File: src/rtl/key_debounce_if.sv
// key_debounce_if
//   Bundles the raw key line and the debounced key outputs of key_debounce.
//
//   Signals:
//     key_in      raw mechanical key, asynchronous, low = pressed
//     key_level   debounced level, 1 = released, 0 = pressed
//     key_press   single-cycle pulse on each debounced press
//     key_release single-cycle pulse on each debounced release
//     key_long    single-cycle pulse when a press lasts the long threshold
//
//   Modports:
//     master  the side that owns the key (board pin / bench) and sees results
//     slave   the debouncer itself
interface key_debounce_if;
  logic key_in;
  logic key_level;
  logic key_press;
  logic key_release;
  logic key_long;

  modport master (
    output key_in,
    input  key_level,
    input  key_press,
    input  key_release,
    input  key_long
  );

  modport slave (
    input  key_in,
    output key_level,
    output key_press,
    output key_release,
    output key_long
  );
endinterface

File: src/rtl/key_debounce.sv
// key_debounce
//   Debounces an active-low mechanical key. The raw input is synchronized,
//   then a four-state FSM qualifies each level change for DEBOUNCE_CYCLES
//   consecutive samples before accepting it. A hold counter measures how
//   long a qualified press lasts and flags a long press once per press.
//
//   Parameters:
//     DEBOUNCE_CYCLES  stable-level qualification time in clk cycles (2..2^24-1)
//     LONG_CYCLES      long-press threshold in clk cycles from key_press (2..2^24-1)
//
//   Ports:
//     clk      rising-edge clock for all state
//     rst_n    asynchronous, active-low reset
//     key_bus  slave side of key_debounce_if (key_in in, debounced outputs out)
//
//   All outputs are registered.
module key_debounce #(
  parameter int unsigned DEBOUNCE_CYCLES = 240000,
  parameter int unsigned LONG_CYCLES     = 12000000
) (
  input  logic          clk,
  input  logic          rst_n,
  key_debounce_if.slave key_bus
);

  localparam logic [23:0] DB_LAST   = 24'(DEBOUNCE_CYCLES - 1);
  localparam logic [23:0] LONG_LAST = 24'(LONG_CYCLES - 1);
  localparam logic [23:0] LONG_SAT  = 24'(LONG_CYCLES);

  typedef enum logic [1:0] {
    IDLE       = 2'd0,
    DB_PRESS   = 2'd1,
    HELD       = 2'd2,
    DB_RELEASE = 2'd3
  } state_e;

  // Synchronizer: bit 0 is the first flop, bit 1 the second.
  logic [1:0]  sync_q, sync_d;
  logic        ks;

  state_e      state_q, state_d;
  logic [23:0] db_cnt_q, db_cnt_d;
  logic [23:0] hold_cnt_q, hold_cnt_d;

  logic        level_q, level_d;
  logic        press_q, press_d;
  logic        release_q, release_d;
  logic        long_q, long_d;

  logic        enter_held;
  logic        enter_idle;
  logic        in_hold;

  // Two-flop synchronizer; both flops reset to the released level so a
  // key held down through reset still has to be qualified afterwards.
  always_comb begin
    sync_d = {sync_q[0], key_bus.key_in};
  end

  assign ks = sync_q[1];

  // State register and all other flops.
  always_ff @(posedge clk or negedge rst_n) begin
    if (!rst_n) begin
      sync_q     <= 2'b11;
      state_q    <= IDLE;
      db_cnt_q   <= '0;
      hold_cnt_q <= '0;
      level_q    <= 1'b1;
      press_q    <= 1'b0;
      release_q  <= 1'b0;
      long_q     <= 1'b0;
    end else begin
      sync_q     <= sync_d;
      state_q    <= state_d;
      db_cnt_q   <= db_cnt_d;
      hold_cnt_q <= hold_cnt_d;
      level_q    <= level_d;
      press_q    <= press_d;
      release_q  <= release_d;
      long_q     <= long_d;
    end
  end

  // Next-state logic with the debounce counter. A sample that disagrees
  // with the level being qualified drops straight back to the stable
  // state, so only an unbroken run of DEBOUNCE_CYCLES+1 samples counts.
  always_comb begin
    state_d  = state_q;
    db_cnt_d = db_cnt_q;
    case (state_q)
      IDLE: begin
        if (!ks) begin
          state_d  = DB_PRESS;
          db_cnt_d = '0;
        end
      end
      DB_PRESS: begin
        if (ks) begin
          state_d  = IDLE;
          db_cnt_d = '0;
        end else if (db_cnt_q == DB_LAST) begin
          state_d  = HELD;
          db_cnt_d = '0;
        end else begin
          db_cnt_d = db_cnt_q + 24'd1;
        end
      end
      HELD: begin
        if (ks) begin
          state_d  = DB_RELEASE;
          db_cnt_d = '0;
        end
      end
      DB_RELEASE: begin
        if (!ks) begin
          state_d  = HELD;
          db_cnt_d = '0;
        end else if (db_cnt_q == DB_LAST) begin
          state_d  = IDLE;
          db_cnt_d = '0;
        end else begin
          db_cnt_d = db_cnt_q + 24'd1;
        end
      end
      default: begin
        state_d  = IDLE;
        db_cnt_d = '0;
      end
    endcase
  end

  // Hold counter. It is cleared only when a press is qualified, not when a
  // release bounce returns to HELD, so a bounce neither restarts the long
  // timer nor allows a second key_long. Saturating keeps the LONG_LAST
  // match a one-time event per press.
  always_comb begin
    enter_held = (state_q == DB_PRESS)   && (state_d == HELD);
    enter_idle = (state_q == DB_RELEASE) && (state_d == IDLE);
    in_hold    = (state_q == HELD) || (state_q == DB_RELEASE);

    hold_cnt_d = hold_cnt_q;
    if (enter_held) begin
      hold_cnt_d = '0;
    end else if (in_hold && (hold_cnt_q != LONG_SAT)) begin
      hold_cnt_d = hold_cnt_q + 24'd1;
    end
  end

  // Output logic, registered one edge later so each pulse appears in the
  // cycle after its transition. A release qualified on the same edge as
  // the long threshold wins and the long pulse is dropped.
  always_comb begin
    press_d   = enter_held;
    release_d = enter_idle;
    long_d    = in_hold && (hold_cnt_q == LONG_LAST) && !enter_idle;
    level_d   = !((state_d == HELD) || (state_d == DB_RELEASE));
  end

  assign key_bus.key_level   = level_q;
  assign key_bus.key_press   = press_q;
  assign key_bus.key_release = release_q;
  assign key_bus.key_long    = long_q;

endmodule

File: src/flat_wrapper.sv
// flat-port wrapper written by rule: the top's interface ports become plain ports
module key_debounce_flat 
#(
  parameter int unsigned DEBOUNCE_CYCLES = 240000,
  parameter int unsigned LONG_CYCLES     = 12000000
)
  (clk, rst_n, key_bus_key_in, key_bus_key_level, key_bus_key_press, key_bus_key_release, key_bus_key_long);
  key_debounce_if key_bus_i ();
  input  logic clk;
  input  logic rst_n;
  input wire logic [$bits(key_bus_i.key_in)-1:0] key_bus_key_in;
  output wire logic [$bits(key_bus_i.key_level)-1:0] key_bus_key_level;
  output wire logic [$bits(key_bus_i.key_press)-1:0] key_bus_key_press;
  output wire logic [$bits(key_bus_i.key_release)-1:0] key_bus_key_release;
  output wire logic [$bits(key_bus_i.key_long)-1:0] key_bus_key_long;
  assign key_bus_i.key_in = key_bus_key_in;
  assign key_bus_key_level = key_bus_i.key_level;
  assign key_bus_key_press = key_bus_i.key_press;
  assign key_bus_key_release = key_bus_i.key_release;
  assign key_bus_key_long = key_bus_i.key_long;
  key_debounce #(.DEBOUNCE_CYCLES(DEBOUNCE_CYCLES), .LONG_CYCLES(LONG_CYCLES)) u_core (.clk(clk), .rst_n(rst_n), .key_bus(key_bus_i));
endmodule
File: config.mk
export PLATFORM = sky130hd
export DESIGN_NAME = key_debounce_flat
export DESIGN_NICKNAME = d
export VERILOG_FILES = /design/src/rtl/key_debounce_if.sv /design/src/rtl/key_debounce.sv /design/src/flat_wrapper.sv
export SDC_FILE = /design/constraint.sdc
export NUM_CORES = 1
export LEC_CHECK = 0
export ABC_AREA = 0
export ABC_CLOCK_PERIOD_IN_PS = 1700
export CORE_MARGIN = 2
export CORE_UTILIZATION = 54
export CTS_CLUSTER_SIZE = 20
export DETAILED_ROUTE_END_ITERATION = 8
export HOLD_SLACK_MARGIN = 0.15
export PLACE_DENSITY = 0.76
export SYNTH_ARGS = -nofsm -noshare
export SYNTH_HDL_FRONTEND = slang
export SYNTH_SLANG_ARGS = --single-unit
File: constraint.sdc
create_clock -name clk -period 1.7 [get_ports clk]
set_input_delay 0.51 -clock clk [delete_from_list [all_inputs] [get_ports clk]]
set_output_delay 0.51 -clock clk [all_outputs]
set_load 0.03 [all_outputs]
# After elaboration in Yosys (flattened, before gate mapping)
# Index checks and enable logic that the tools add are counted.
# totals
mem_count	0
regBits	56
mem_bits_ro	0
latch_bits	0
out_inout_bits	4
ramBits	0
elab_cells	48
input_bits	3
# op_classes
eq_ne	10
shifts	0
n_lt_le_gt_ge	0
add_sub_neg	2
n_mul	0
bitwise_logic	0
div_mod_pow	0
n_mux	15
reduce_logical	13
# op_table
operator	count
two-way mux 24 bit	7
case mux 24 bit (4 select lines)	1
adder 24 x 1 -> 24 bit (second input constant)	2
== test 24 x 18 -> 1 bit (second input constant)	1
== test 24 bit (second input constant)	1
inequality test 24 bit (second input constant)	1
two-way mux 2 bit	6
== test 2 bit (second input constant)	4
case mux 2 bit (4 select lines)	1
logical AND 1 bit	5
zero test 2 bit	2
== test 2 x 1 -> 1 bit (second input constant)	1
zero test 1 bit	2
logical OR 1 bit	2
inequality test 2 x 1 -> 1 bit (second input constant)	1
inequality test 2 bit (second input constant)	1
AND reduction 2 bit	1
nonzero test 2 bit	1

# Depth between registers and ports, before layout
# logic_depth
word_depth	8
mapped_depth	7
depth_no_buf	7

# Least setup slack after synthesis
# No wires, ideal clock.
# synth_path
path_type	reg2reg
start	register u_core.db_cnt_q[14]
end	register u_core.db_cnt_q[3]
t_arrival_ns	1.747
period_less_slack_ns	1.865
stages_incl_launch_ff	7
path_buffers	1
setup_ns	0.118
t_required_ns	1.582
path_slack_ns	-0.165
cell_sequence	dfrtp_1 > nand3b_1 > or4_4 > o31a_1 > buf_6 > a21o_1 > a21o_1
# synth_via
elab_chain_cells	4
word_cells_on_any_way	5
cone_classes	eq/ne: 1; mux: 4
# synth_rtl
item	line	text
from (decl)	key_debounce.sv:42	logic [23:0] db_cnt_q, db_cnt_d;
from (signal assigned)	key_debounce.sv:76	db_cnt_q <= db_cnt_d;
== test 24 x 18 -> 1 bit *	key_debounce.sv:102, key_debounce.sv:119	
two-way mux 24 bit *	key_debounce.sv:102, key_debounce.sv:119	
two-way mux 24 bit (on tied branches)	key_debounce.sv:116, key_debounce.sv:99	
case mux 24 bit (4 select lines) *	key_debounce.sv:91	case (state_q)
# Mark *: on every way between the ends. The rest lies on a longest branch, timed or not.
# A chain may end at the register's enable or synchronous reset.

# Worst setup path in the final report
# layout_path
start	register u_core.db_cnt_q[18]
end	register u_core.state_q[1]
# layout_via
elab_chain_cells	4
word_cells_on_any_way	6
cone_classes	eq/ne: 1; mux: 5
# layout_rtl
item	line	text
== test 24 x 18 -> 1 bit *	key_debounce.sv:102, key_debounce.sv:119	
two-way mux 2 bit (on tied branches)	key_debounce.sv:119, key_debounce.sv:102	
two-way mux 2 bit (on tied branches)	key_debounce.sv:116, key_debounce.sv:99	
case mux 2 bit (4 select lines) *	key_debounce.sv:91	
via u_core.state_d[1]	key_debounce.sv:41	state_e state_q, state_d;
to (signal assigned)	key_debounce.sv:75	state_q <= state_d;
to (decl)	key_debounce.sv:41	
# The timed path passes the listed nets; every way through them passes the cells marked *.

==> metrics.txt <==
post-synthesis cell count between 300 and 400; worst-margin pin slew 0.660 ns; Post-Synth Simple-Gate Area 0.301; post-route clock period utilization 1.18; routed via count approximately 2.9k; failing checks setup timing; synth top area cells dfrtp_1 43%, xor2_1 4.3%, nand3_1 3.9%, nor2_1 3.8%, nand2_1 3.4%; number of max-cap violations 0; die width around 80 um; gp weighted congestion 0.885; Routed WL ~7600 um; CTS sink cnt 56; Syn Std Cell Area a little over 3000 um^2; worst path arrival time roughly 2.2 ns; worst vdd ir between 0.5 and 0.6 mV; DRT iter0 DRCs about 230; Synth cell types between 40 and 50; Die Height between 70 and 80 um; Place WS -0.339 ns; Pre-Repair DR Iteration Count 4; Reg clk slew, reported paths ~0.1 ns; r2r worst-path depth 5; flop-to-flop setup slack -0.31 ns; root buf cell clkbuf_8; endpoints failing hold 0; top_reg_cell synth dfrtp_1; total CTS buffers 5; Crit Path Max Fanout 4; Initial Utilization 0.560; Worst slew margin 0.559; Antenna Cells 0; top cell type's share of synthesized area 0.430; Die Area approximately 6300 um^2; RSZ-0062 raised after global routing yes; critical path type flop to flop; nets slightly above 400; Area Growth Syn to Fin 31.3%; core footprint between 5000 and 6000 um^2; antenna violations before repair 0; Ys Warns 0; # DRC 0; PortBufs 6; DR vias/cell 5.93; gr ovfl total 0; Compound-Gate Fraction of Synth Area 0.118; Post-Syn Nets roughly 330; total track usage 0.252; final setup margin -0.306 ns; mux cell area share after synthesis 0.00974; post-route minimum period approximately 2 ns; reg2reg end u_core.state_q[1]; synth cell count leaders 53 x dfrtp_1, 31 x nor2_1, 28 x nand2_1; count leader, synth dfrtp_1; DP HPWL approximately 5300 um; type of the tightest min-delay check input port to async pin; Final Slew Violations 0; Max Freq approximately 500 MHz; Cell Area, Placed between 3000 and 4000 um^2; num rows 27; Setup TNS -10.65 ns; io pins 7; run status complete, but fails checks; Setup crit end kind flop; synthesized flop and latch total 56; vias in the first global route between 2k and 3k; leak pwr 0.00189 uW; Yosys top cell by area dfrtp_1; reg2reg start u_core.db_cnt_q[18]; largest net degree at the start of global routing 57; FFs w/ async S/R, synth 1.00; Worst EP required roughly 1.9 ns; Util after Layout 0.735; final instance area 4050 um^2; htree depth 2; endpoints failing setup 51; syn_area_per_cell around 9.4 um^2; share of cells above drive strength 1 0.318; Avg WL per Cell roughly 16 um; Worst Clk Skew about 0.007 ns; CTS Buffer Depth 2; worst-skew pair later-pin latency ~0.32 ns; CP startpoint kind flop; largest family of logic cells by synthesized area simple AND/OR/NAND/NOR gates; global-route wire length before repair between 10000 and 15000 um; TritonCTS clock tree yes; cts hold-fix bufs 0; Synth Area in Adders 0.0122; Pwr Density between 500 and 600 nW/um^2; Seq/Total Area, Yosys 0.456; Post-synth EDFFs 0; post-synthesis xor/xnor area fraction 0.0597; Hold WS about 0.17 ns; Antenna Nets Post-Route 0
how the worst max path moves through the flow:
| stage | start | end | slack [ns] | cells past startpoint |
|---|---|---|---|---|
| after floorplan | u_core.db_cnt_q[14] | u_core.hold_cnt_q[0] | -0.13 | 6 |
| after global placement | u_core.db_cnt_q[18] | u_core.db_cnt_q[11] | -0.35 | 6 |
| after detailed placement | u_core.db_cnt_q[18] | u_core.db_cnt_q[10] | -0.34 | 6 |
| after CTS | u_core.db_cnt_q[14] | u_core.db_cnt_q[18] | -0.26 | 6 |
| after global routing | u_core.db_cnt_q[18] | u_core.state_q[1] | -0.38 | 6 |
| final | u_core.db_cnt_q[18] | u_core.state_q[1] | -0.31 | 5 |
kinds of logic after synthesis:
logic type               Yosys count
AO/OA/AOI/OAI                     55
XOR/XNOR                          21
adder cells (fa/ha/maj)            3
buffers and inverters             27
flip-flops                        56
multiplexers                       3
AND/OR/NAND/NOR                  163
metrics by stage:
| stage | power [uW] | instances |
|---|---|---|
| final | 2290 | 481 |
| after CTS | 2290 | 478 |
| after global routing | 2370 | 481 |
| after global placement | 1500 | 468 |
| after floorplan | 1430 | 328 |
| after detailed placement | 1510 | 468 |
power by group:
part | switching, uW | total (uW) | internal, uW
registers | 5.31 | 1350 | 1340
clock network | 457 | 792 | 335
logic | 85.7 | 151 | 65.5
total | 548 | 2290 | 1740
layout by cell type, fill, tap and decap left out, types with 2 or more instances in the layout:
master and instances:
nand3_1 23, o211ai_1 5, dfrtp_1 53, dfstp_2 3, xnor2_1 5, o21ai_1 10, xor2_1 15, nor4_2 2
buf_12 3, nand4b_1 2, a21oi_2 9, o21ai_0 6, or4_4 2, nand2_1 28, a21oi_1 3, or3_1 9
and4_1 4, nor3_1 7, buf_4 74, and2_1 2, inv_1 14, clkbuf_8 6, a21o_1 10, mux2i_1 3
buf_6 4, or4_1 4, and3_1 9, dlygate4sd2_1 3, nor2_1 28, nand3b_1 2, or2_2 2, ha_1 3
nor4_1 5, o2111ai_1 2, nor2_2 2, nor4_4 3, nand4_1 16
state kept, by name, summed over array words and instances, names as in the netlist:
register and cells:
u_core.key_bus.key_level 1, u_core.db_cnt_q 24, u_core.key_bus.key_long 1, u_core.sync_q 2
u_core.key_bus.key_release 1, u_core.state_q 2, u_core.key_bus.key_press 1, u_core.hold_cnt_q 24
final cells by class:
class	instances	area, um^2
clock buffers	6	82.6
clock inverters	2	13.8
fillers	381	1460
inverters	14	52.6
multi-input cells	245	1700
flip-flops and latches	56	1410
well taps	72	90.1
repair buffers	86	702
worst max-delay path, stage by stage, from the launching register on:
cell and delay, ns:
dfrtp_1 0.46, nor4_4 0.33, nand3b_1 0.20, buf_4 0.18
or4_4 0.56, a21o_1 0.17
timing repair:
action,in CTS,in global routing
gates cloned,0,0
resized for setup,10,21
setup endpoints to repair,55,52
setup buffers,2,3
pin swaps,9,8
layer usage:
metal	up-vias	part of all wire	global-route usage
met3	21	0.044	0.0498
li1	1354	-	-
met1	1393	0.43	0.340
met2	85	0.50	0.399
met5	-	0	0
met4	0	0.025	0.100
(Power assumes the default switching activity.)
